`src/rtl/aes128_pkg.sv`:
```
// aes128_pkg: shared types for the aes128 AFU DSM status writer and its CCI-P channel-1 view
package aes128_pkg;
  localparam int DSM_SEQ_WIDTH = 16;
  typedef logic [41:0] t_hc_address;
  typedef logic [DSM_SEQ_WIDTH-1:0] t_dsm_seq;
  typedef enum logic [1:0] {IDLE, ISSUE, WAIT_RSP} t_dsm_state;
  typedef enum logic [3:0] {
    eREQ_WRLINE_I = 4'h0,
    eREQ_WRLINE_M = 4'h1,
    eREQ_WRPUSH_I = 4'h2,
    eREQ_WRFENCE  = 4'h4
  } t_ccip_c1_req;
  typedef enum logic [3:0] {
    eRSP_WRLINE  = 4'h0,
    eRSP_WRFENCE = 4'h4
  } t_ccip_c1_rsp;
  typedef enum logic [1:0] {eVC_VA, eVC_VL0, eVC_VH0, eVC_VH1} t_ccip_vc;
  typedef enum logic [1:0] {
    eCL_LEN_1 = 2'b00,
    eCL_LEN_2 = 2'b01,
    eCL_LEN_4 = 2'b11
  } t_ccip_clLen;
  typedef struct packed {
    t_ccip_vc     vc_sel;
    logic         sop;
    t_ccip_clLen  cl_len;
    t_ccip_c1_req req_type;
    t_hc_address  address;
    logic [15:0]  mdata;
  } t_ccip_c1_ReqMemHdr;
  typedef struct packed {
    t_ccip_vc     vc_used;
    logic         hit_miss;
    logic         format;
    logic [1:0]   cl_num;
    t_ccip_c1_rsp resp_type;
    logic [15:0]  mdata;
  } t_ccip_c1_RspMemHdr;
  typedef struct packed {
    t_ccip_c1_ReqMemHdr hdr;
    logic [511:0]       data;
    logic               valid;
  } t_if_ccip_c1_Tx;
  typedef struct packed {
    t_ccip_c1_RspMemHdr hdr;
    logic               rspValid;
  } t_if_ccip_c1_Rx;
  // word0 occupies the low 64 bits so the line is little-endian by word
  typedef struct packed {
    logic [63:0] w7, w6, w5, w4, w3, w2, w1, w0;
  } t_dsm_line;
  function automatic t_dsm_line dsm_line(t_dsm_seq seq, logic [31:0] status, logic [63:0] cycles);
    t_dsm_line l;
    l = '0;
    l.w0 = {32'h0, 16'h0, seq};
    l.w1 = {32'h0, status};
    l.w2 = cycles;
    return l;
  endfunction
endpackage

```
`src/rtl/aes128_dsm_writer.sv`:
```
// aes128_dsm_writer: writes one completion-status line per report to host DSM over CCI-P c1 and waits for its response
module aes128_dsm_writer
  import aes128_pkg::*;
#(
  parameter int unsigned DSM_LINE_OFFSET = 0,
  parameter int unsigned RSP_TIMEOUT     = 4096
) (
  input  logic           clk,
  input  logic           reset,
  input  t_hc_address    hc_dsm_base,
  input  logic           rpt_valid,
  output logic           rpt_ready,
  input  logic [31:0]    rpt_status,
  input  logic [63:0]    rpt_cycles,
  output t_if_ccip_c1_Tx c1Tx,
  input  logic           c1TxAlmFull,
  input  t_if_ccip_c1_Rx c1Rx,
  output logic           busy,
  output logic           err_timeout,
  output logic           err_nobase
);
  localparam int CW = $clog2(RSP_TIMEOUT + 1);
  t_dsm_state     state_q, state_d;
  t_dsm_seq       seq_q, seq_d;
  logic [31:0]    status_q, status_d;
  logic [63:0]    cycles_q, cycles_d;
  logic [CW-1:0]  cnt_q, cnt_d;
  t_if_ccip_c1_Tx c1tx_q, c1tx_d;
  logic           err_timeout_q, err_timeout_d;
  logic           err_nobase_q, err_nobase_d;
  logic           accept, rsp_match, unused_rsp_bits;
  assign rpt_ready = (state_q == IDLE) && !reset;
  assign accept = rpt_valid && rpt_ready;
  assign rsp_match = c1Rx.rspValid && c1Rx.hdr.resp_type == eRSP_WRLINE && c1Rx.hdr.mdata == seq_q;
  assign unused_rsp_bits = ^{c1Rx.hdr.vc_used, c1Rx.hdr.hit_miss, c1Rx.hdr.format, c1Rx.hdr.cl_num};
  assign c1Tx = c1tx_q;
  assign busy = state_q != IDLE;
  assign err_timeout = err_timeout_q;
  assign err_nobase = err_nobase_q;
  // next-state: accept report, issue one write line when not back-pressured, then wait for its tagged response
  always_comb begin
    state_d = state_q;
    seq_d = seq_q;
    status_d = status_q;
    cycles_d = cycles_q;
    cnt_d = cnt_q;
    c1tx_d = c1tx_q;
    c1tx_d.valid = 1'b0;
    err_timeout_d = err_timeout_q;
    err_nobase_d = err_nobase_q;
    unique case (state_q)
      IDLE: if (accept) begin
        if (hc_dsm_base == '0) err_nobase_d = 1'b1;
        else begin
          status_d = rpt_status;
          cycles_d = rpt_cycles;
          seq_d = seq_q + 1'b1;
          state_d = ISSUE;
        end
      end
      ISSUE: if (!c1TxAlmFull) begin
        c1tx_d.valid = 1'b1;
        c1tx_d.hdr = '0;
        c1tx_d.hdr.req_type = eREQ_WRLINE_I;
        c1tx_d.hdr.vc_sel = eVC_VA;
        c1tx_d.hdr.sop = 1'b1;
        c1tx_d.hdr.cl_len = eCL_LEN_1;
        c1tx_d.hdr.address = hc_dsm_base + t_hc_address'(DSM_LINE_OFFSET);
        c1tx_d.hdr.mdata = seq_q;
        c1tx_d.data = dsm_line(seq_q, status_q, cycles_q);
        cnt_d = '0;
        state_d = WAIT_RSP;
      end
      WAIT_RSP: begin
        if (rsp_match) state_d = IDLE;
        else if (cnt_q == CW'(RSP_TIMEOUT - 1)) begin
          err_timeout_d = 1'b1;
          state_d = IDLE;
        end else cnt_d = cnt_q + 1'b1;
      end
      default: state_d = IDLE;
    endcase
  end
  // state registers with synchronous reset
  always_ff @(posedge clk) begin
    if (reset) begin
      state_q <= IDLE;
      seq_q <= '0;
      status_q <= '0;
      cycles_q <= '0;
      cnt_q <= '0;
      c1tx_q <= '0;
      err_timeout_q <= 1'b0;
      err_nobase_q <= 1'b0;
    end else begin
      state_q <= state_d;
      seq_q <= seq_d;
      status_q <= status_d;
      cycles_q <= cycles_d;
      cnt_q <= cnt_d;
      c1tx_q <= c1tx_d;
      err_timeout_q <= err_timeout_d;
      err_nobase_q <= err_nobase_d;
    end
  end
endmodule

```
`config.mk`:
```
export PLATFORM = sky130hd
export DESIGN_NAME = aes128_dsm_writer
export DESIGN_NICKNAME = d
export VERILOG_FILES = /design/src/rtl/aes128_pkg.sv /design/src/rtl/aes128_dsm_writer.sv
export SDC_FILE = /design/constraint.sdc
export NUM_CORES = 1
export LEC_CHECK = 0
export BUFFER_PORTS_ARGS = -buffer_cell sky130_fd_sc_hd__clkbuf_2
export CAP_MARGIN = 20
export CORE_AREA = 5 5 290 292
export DETAILED_ROUTE_END_ITERATION = 8
export DIE_AREA = 0 0 295 297
export PLACE_DENSITY = 0.37
export SETUP_SLACK_MARGIN = 0.5
export SYNTH_ARGS = -nofsm -noshare
export SYNTH_HDL_FRONTEND = slang
export SYNTH_SLANG_ARGS = --single-unit
```
`constraint.sdc`:
```
create_clock -name clk -period 2.2 [get_ports clk]
set_input_delay 0.44 -clock clk [delete_from_list [all_inputs] [get_ports clk]]
set_output_delay 0.44 -clock clk [all_outputs]
set_load 0.01 [all_outputs]
```
==> After elaboration in Yosys (flattened, before gate mapping) <==
Cells that the tools add are included.
{ "word_totals": {"elab_cells": 56, "inputBits": 169, "output_inout_bits": 584, "reg_bits": 301} }
{ "op_classes": {"bitwise_logic": 4, "add_sub_neg": 2, "mux": 11, "n_reduce_logical": 17, "n_eq_ne": 10} }
{ "op_table": {"columns": ["operator", "n"], "rows": [
  ["$logic_not A42 Y1", 1],
  ["$mux W13", 3],
  ["$pmux W13 S2", 1],
  ["$add A16 B1 Y16 const B", 1],
  ["$eq A16 B16 Y1", 1],
  ["$add A13 B1 Y13 const B", 1],
  ["$eq A13 B12 Y1 const B", 1],
  ["$mux W2", 5],
  ["$ne A2 B2 Y1 const B", 5],
  ["$reduce_and A3 Y1", 3],
  ["$reduce_and A4 Y1", 2],
  ["$pmux W2 S3", 1],
  ["$logic_and A1 B1 Y1", 4],
  ["$logic_not A4 Y1", 1],
  ["$not A1 Y1", 4],
  ["$reduce_bool A2 Y1", 2],
  ["$ne A3 B3 Y1 const B", 1],
  ["$eq A2 B1 Y1 const B", 1],
  ["$eq A2 B2 Y1 const B", 1],
  ["$logic_not A2 Y1", 1],
  ["$reduce_and A2 Y1", 1],
  ["$reduce_or A2 Y1", 1],
  ["$logic_not A1 Y1", 1],
  ["$mux W1", 1]
]} }

==> Logic depth before layout (Yosys ltp) <==
Gate-level depths: netlist of run 1.
{ "logic_depth": {"depth_word": 5, "mapped_depth": 8, "ltp_nobuf": 7} }

==> Worst setup path after synthesis of run 1 <==
Ideal clock, no wire load.
{ "synth_path": {"path_kind": "input to register", "start": "input hc_dsm_base[15]", "end": "register cycles_q[10]", "arrival_ns": 1.827, "required_time_ns": 2.057, "setup_time_ns": 0.143, "n_path_buf": 2, "cell_stages": 8, "setup_slack_ns": 0.230, "path_cell_list": "nor4_1 -> nand4_2 -> nor3_1 -> nor3_2 -> buf_2 -> buf_2 -> nand2_1 -> a21oi_2"} }
{ "synth_via": {"elab_chain_cells": 3} }
{ "synth_rtl": {"columns": ["element", "line", "text"], "rows": [
  ["start: declaration", "aes128_dsm_writer.sv:10", "input t_hc_address hc_dsm_base,"],
  ["$logic_not A42 Y1", "aes128_dsm_writer.sv:53", "if (hc_dsm_base == '0) err_nobase_d = 1'b1;"],
  ["$not A1 Y1 (no source line)", null, null],
  ["$reduce_and A3 Y1 (no source line)", null, null],
  ["end signal: assignment", "aes128_dsm_writer.sv:99", "cycles_q <= cycles_d;"],
  ["end: declaration", "aes128_dsm_writer.sv:26", "logic [63:0] cycles_q, cycles_d;"]
]} }
No other way between the ends.
A chain may end at the register's enable or synchronous reset.

==> Worst setup path in the final report of run 1 <==
{ "layout_path": {"start": "register cnt_q[1]", "end": "register cnt_q[6]"} }
{ "layout_via": {"elab_chain_cells": 4, "elab_cells_between_ends": 7, "classes_between": "1 x add/sub; 2 x eq/ne; 3 x mux; 1 x reduce/logical"} }
{ "layout_rtl": {"columns": ["element", "line", "text"], "rows": [
  ["start: declaration", "aes128_dsm_writer.sv:27", "logic [CW-1:0] cnt_q, cnt_d;"],
  ["start signal: assignment", "aes128_dsm_writer.sv:100", "cnt_q <= cnt_d;"],
  ["$add A13 B1 Y13", "aes128_dsm_writer.sv:79", "end else cnt_d = cnt_q + 1'b1;"],
  ["$mux W13", "aes128_dsm_writer.sv:76", "else if (cnt_q == CW'(RSP_TIMEOUT - 1)) begin"],
  ["$mux W13", "aes128_dsm_writer.sv:75", "if (rsp_match) state_d = IDLE;"],
  ["$pmux W13 S2", "aes128_dsm_writer.sv:51", "unique case (state_q)"]
]} }
Several ways; a longest one is shown, not always the timed one. The select of a mux whose other input is x is not followed.

==> results_dict.tcl, run 1 <==
set metrics [dict create \
    ant_nets 0 \
    yosysMostFrequentCell "nand2_1" \
    rsz0062_at_grt "yes" \
    synth-compound-area-share_pct 12.8 \
    yosysUniqueCellTypes 56 \
    drt_iter0_drc 388 \
    slew_headroom_pct 42.3 \
    slew_violations 0 \
    crit_required_ns 2.61 \
    die_w_um 295 \
    cts_hold_buf 0 \
    area_growth_pct 34.1 \
    grt_max_degree 126 \
    synthMuxAreaShare_pct 0 \
    vias 11542 \
    critPathMaxFanout 5 \
    grt_pass1_vias 11311 \
    critPathSlowestCell "dfxtp_2" \
    route.detailed.drc 0 \
    synth-edff-count 0 \
    wl_met2_um 23900 \
    worstMarginPinSlew_ns 0.866 \
    combinationalPowerShare_pct 12.3 \
    start_kind "flop" \
    ios 753 \
    path_class "reg2reg" \
    die_h_um 297 \
    start_util_pct 17.4 \
    drive_above_1_share_pct 34.7 \
    syn_area_mm2 0.0142 \
    row_count 105 \
    dp.cells 3114 \
    clk_pin_slew_ns 0.06 \
    synth.top_cell.area_share_pct 40.3 \
    fin_skew_ns 0.0100 \
    critPathCaptureType "flop" \
    drt-total-wl_um 49100 \
    power.density_mw_per_mm2 744 \
    routedWlPerCell_um 15.1 \
    grtUsageTotal_pct 9.57 \
    synth-adder-area-share_pct 0.177 \
    viasPerCell 3.55 \
    cts_buffers 38 \
    netlist_instances 1755 \
    placed_area_mm2 0.0159 \
    synth.ff_latch_count 285 \
    p_switching_w 0.00371 \
    gp_congestion 0.725 \
    io_buffer_count 338 \
    insertion_delay_ns 0.54 \
    stdcell_area_mm2 0.0190 \
    synthTopCellsByArea "dfxtp_1 (40%), buf_4 (22%), nand2_1 (13%), a21oi_1 (6.9%), a21oi_2 (4.3%)" \
    synth_top_family_by_area "buffers and inverters" \
    hpwl_um 31600 \
    hold_viol 0 \
    final.min_clock_period_ns 1.80 \
    p_int_w 0.0104 \
    maxUsedRoutingLayer "met5" \
    fin_nets 2321 \
    ctsRootBufferMaster "clkbuf_16" \
    drt-met1-wl_um 20200 \
    finalPower_w 0.0142 \
    fillers 8982 \
    core_area_mm2 0.0813 \
    whs_ns 0.120 \
    grt_pass1_wl_um 67600 \
    cts_buffer_depth 3 \
    route.met3.wl_um 4040 \
    synthSimpleGateAreaFrac_pct 18.9 \
    clock_power_share_pct 49.6 \
    synth_top_area_cell "dfxtp_1" \
    syn_avg_cell_area_um2 8.08 \
    vdd_ir_drop_max_mv 0.445 \
    dieArea_mm2 0.0876 \
    stdcell_count 3250 \
    worst_ep_arrival_time_ns 2.21 \
    timing.fmax_mhz 554 \
    ys.flop_type "dfxtp_1" \
    total_leakage_power_nw 8.01 \
    maxCapViolCount 0 \
    slowest_delay_ns 0.33 \
    p_sw_share_pct 26.2 \
    clock-sinks 285 \
    cts_tree "built" \
    period_share_pct 82.0 \
    overflow 0 \
    fin_util_pct 23.4 \
    synth_xor_area_share_pct 1.79 \
    htree_levels 2 \
    antenna_found_initial 6 \
    pwr-share-seq_pct 38.0 \
    ys.warnings.count 0 \
    ys_async_sr_fraction_pct 0 \
    status "finished, final reports clean" \
    dr.pass1.iters 4 \
    synthTopCellsByCount "nand2_1 (492), buf_4 (424), dfxtp_1 (285)" \
    synth.yosys.seq_area_share_pct 40.3 \
    finalSetupViolCount 0 \
    path_cells "ha_4 > and4_4 > and4bb_2 > o21a_4 > a31oi_4 > o211a_1 > nor3_1" \
    hold_path.class "in2reg" \
]
## cells in the final DEF (no fill, tap or decap), types with 4 or more instances in the layout
| cell | count |
|---|---|
| nor3_2 | 6 |
| clkbuf_8 | 10 |
| nor3_4 | 6 |
| nand4_1 | 8 |
| nand2_4 | 26 |
| conb_1 | 408 |
| dfxtp_2 | 9 |
| nand2_2 | 44 |
| buf_4 | 57 |
| a21oi_1 | 187 |
| dfxtp_4 | 9 |
| dfxtp_1 | 267 |
| o21ai_0 | 4 |
| buf_6 | 21 |
| buf_8 | 10 |
| clkbuf_2 | 331 |
| buf_12 | 23 |
| inv_1 | 9 |
| nand2b_1 | 4 |
| a21oi_2 | 75 |
| clkbuf_16 | 54 |
| xnor2_1 | 21 |
| nor2_1 | 25 |
| xnor2_2 | 5 |
| bufinv_16 | 8 |
| clkbuf_1 | 4 |
| nor4_4 | 11 |
| nor3_1 | 5 |
| nand2_1 | 442 |
## final timing paths
| kind | startpoint | slack [ns] | to | cells past startpoint |
|---|---|---|---|---|
| worst max-delay path | cnt_q[1] | 0.40 | cnt_q[6] | 7 |
| worst min-delay path | rpt_cycles[29] | 0.12 | cycles_q[29] | 3 |
| worst max register to register | cnt_q[1] | 0.40 | cnt_q[6] | 7 |
| worst min register to register | status_q[14] | 0.45 | c1Tx[79] | 2 |
## metal layers
metal  global-route usage [%]  vias to the layer above
met5                        0                        -
met4                     2.40                        8
met3                     3.23                       62
met2                     16.7                      421
met1                     11.3                     5412
li1                         -                     5639
## power groups by stage
stage / clock, W / sequential (W) / combinational, W
after CTS: 0.00730 / 0.00538 / 0.00141
after global placement: 0 / 0.00549 / 0.00135
after global routing: 0.00752 / 0.00540 / 0.00190
after detailed placement: 0 / 0.00550 / 0.00136
after floorplan: 0 / 0.00550 / 0.00137
final: 0.00703 / 0.00538 / 0.00174
## cell type report
class | count | area (um2) | share of cell area [%]
Sequential cell | 285 | 5750 | 30.2
Inverter | 11 | 41.3 | 0.217
Timing Repair Buffer | 462 | 3430 | 18.1
Multi-Input combinational cell | 1352 | 7030 | 37.0
Clock buffer | 53 | 1130 | 5.94
Clock inverter | 15 | 289 | 1.52
Antenna cell | 2 | 5.00 | 0.0263
Tap cell | 1070 | 1340 | 7.04
## sequential cells by signal, summed over array words and instances, names as in the netlist
signal / flops
c1Tx: 156
seq_q: 16
cycles_q: 64
state_q: 2
cnt_q: 13
status_q: 32
err_nobase: 1
err_timeout: 1
## cells by family after synthesis
| family | count (synthesis) |
|---|---|
| and+or+nand+nor | 620 |
| buffers and inverters | 526 |
| AOI/OAI and AO/OA | 292 |
| DFF | 285 |
| xor gates and xnor gates | 29 |
| adders and majority gates | 2 |
| other | 1 |
## what timing repair did
item	4_1_cts	5_1_grt
setup buffers	18	23
setup endpoints to repair	83	266
pin swaps	22	80
resized for setup	53	161
gates cloned	3	22
## worst max-delay path: cells and delay by family (launching register included)
kind,cells,cell delay [ns]
AO/OA/AOI/OAI,3,0.70
AND/OR/NAND/NOR,3,0.49
flip-flops,1,0.33
adder cells (fa/ha/maj),1,0.15
## per-stage QoR
step                setup TNS (ns)  worst slack (ns)
floorplan                        0             0.324
global placement             -4.63            -0.131
detailed placement           -6.36            -0.144
CTS                              0             0.406
global route                     0             0.346
finish                           0             0.396
(Power assumes the default switching activity.)
==> run 2, diff against run 1 <==
clock period = 1.8 ns   (was 2.2 ns; I/O delays follow)
==> run 2 against run 1 <==
The flow now finishes with violations (negative setup slack); wire length is 12% higher; count of clock-buffer cells in the layout stayed put; combinational power is 51% higher; global-route usage is 1.7 points higher; first-iteration DRC count is 10% lower; largest power group unchanged; highest routed layer unchanged.
==> results_dict.tcl, run 2 (synthesized netlist as in run 1, its figures left out) <==
set metrics [dict create \
    status "finished with violations" \
    violations "negative setup slack" \
    stdcell_area_mm2 0.0211 \
    setup_ws_ns -0.0843 \
    period_share_pct 105 \
    p_sw_share_pct 27.8 \
    hpwl_um 34500 \
    slew_violations 0 \
    drt-met1-wl_um 21800 \
    fin_skew_ns 0.0148 \
    fin_util_pct 25.9 \
    cts_tree "built" \
    combinationalPowerShare_pct 15.0 \
    grt_pass1_wl_um 77100 \
    timing.fmax_mhz 531 \
    maxCapViolCount 0 \
    hold_depth 3 \
    ant_nets 0 \
    dp.cells 3147 \
    hold_start "hc_dsm_base[5]" \
    start_kind "flop" \
    routedWlPerCell_um 16.3 \
    crit_required_ns 2.24 \
    setup_tns_ns -1.13 \
    io_buffer_count 338 \
    area_growth_pct 48.6 \
    drive_above_1_share_pct 42.0 \
    maxUsedRoutingLayer "met5" \
    overflow 0 \
    route.detailed.drc 0 \
    grt_pass1_vias 12302 \
    start_util_pct 17.4 \
    p_int_w 0.0126 \
    largest_reg_flops 156 \
    r2r_cells 8 \
    ios 753 \
    vdd_ir_drop_max_mv 0.518 \
    wl_met2_um 27600 \
    die_h_um 297 \
    insertion_delay_ns 0.55 \
    final_cell_mix "conb_1 (408), nand2_1 (355), clkbuf_2 (331)" \
    grtUsageTotal_pct 11.3 \
    clock_power_share_pct 47.2 \
    hold_end "c1Tx[534]" \
    row_count 105 \
    crit-reg2reg-launch "state_q[0]" \
    grt_max_degree 60 \
    hold_viol 0 \
    fillers 8888 \
    power.density_mw_per_mm2 831 \
    finalSetupViolCount 39 \
    dpl_worst_slack_ns -0.595 \
    r2r-end "cnt_q[2]" \
    cts_buffers 40 \
    vias 12139 \
    layout_commonest_cell "conb_1" \
    ctsRootBufferMaster "clkbuf_16" \
    gp_congestion 0.756 \
    rrSetupSlack_ns -0.08 \
    dr.pass1.iters 4 \
    clk_pin_slew_ns 0.06 \
    pwr-share-seq_pct 37.8 \
    drt-total-wl_um 54700 \
    rsz0062_at_grt "yes" \
    antenna_found_initial 10 \
    critPathMaxFanout 7 \
    critPathCaptureType "flop" \
    hold_path.class "in2reg" \
    viasPerCell 3.62 \
    die_w_um 295 \
    slew_headroom_pct 44.6 \
    p_switching_w 0.00487 \
    drt_iter0_drc 349 \
    route.met3.wl_um 4340 \
    cts_buffer_depth 3 \
    final.min_clock_period_ns 1.88 \
    total_leakage_power_nw 8.99 \
    worstMarginPinSlew_ns 0.832 \
    htree_levels 2 \
    clock-sinks 285 \
    stdcell_count 3349 \
    placed_area_mm2 0.0163 \
    worst_ep_arrival_time_ns 2.32 \
    core_area_mm2 0.0813 \
    path_class "reg2reg" \
    dieArea_mm2 0.0876 \
    fin_nets 2413 \
]
[run 2: power groups by stage]
stage | Sequential, W | Combinational (W) | Clock [W]
6_report | 0.00662 | 0.00263 | 0.00826
5_1_grt | 0.00664 | 0.00283 | 0.00884
4_1_cts | 0.00660 | 0.00241 | 0.00862
3_5_place_dp | 0.00671 | 0.00172 | 0
3_3_place_gp | 0.00671 | 0.00172 | 0
2_1_floorplan | 0.00672 | 0.00173 | 0
[run 2: routing by layer]
layer  vias to the layer above  track usage [%]
met5                         -                0
met4                         4             2.51
met3                        69             3.40
met2                       423             20.1
met1                      5802             13.3
li1                       5841                -
[run 2: how the worst max path moves through the flow]
stage / cells past startpoint / slack [ns] / from / endpoint
2_1_floorplan: 7 / 0.004 / hc_dsm_base[39] / cycles_q[10]
3_5_place_dp: 9 / -0.60 / hc_dsm_base[15] / cycles_q[12]
4_1_cts: 5 / -0.14 / state_q[0] / rpt_ready
3_3_place_gp: 9 / -0.58 / hc_dsm_base[15] / cycles_q[14]
6_report: 8 / -0.08 / state_q[0] / cnt_q[2]
5_1_grt: 8 / -0.15 / state_q[0] / cnt_q[2]
[run 2: layout make-up]
class	count	area (um2)	area share [%]
tap	1070	1340	6.36
clock buffer	53	1110	5.28
clock inverter	20	251	1.19
timing repair buffer	553	4830	22.9
multi-input combinational	1351	7720	36.6
antenna	6	15.0	0.0713
inverter	11	45.0	0.214
sequential	285	5750	27.3
[run 2: stage by stage]
step | hold slack, ns | total power [W]
2_1_floorplan | 0.432 | 0.00845
3_3_place_gp | 0.439 | 0.00843
3_5_place_dp | 0.445 | 0.00844
4_1_cts | 0.00158 | 0.0176
5_1_grt | 0.0254 | 0.0183
6_report | 0.0503 | 0.0175
[run 2: what timing repair did]
item	in CTS	in global routing
pin swaps	143	93
hold buffers	22	0
resized for setup	252	184
gates cloned	27	13
endpoints found under the hold margin	22	0
setup endpoints to repair	461	460
buffers inserted	50	11
[run 2: worst max-delay path, stage by stage, from the launching register on]
cell and delay [ns]:
dfxtp_2 0.34, buf_4 0.11, buf_6 0.09, or3b_4 0.47
o21a_4 0.17, a31oi_4 0.24, buf_6 0.13, o21ai_1 0.05
a31o_1 0.17
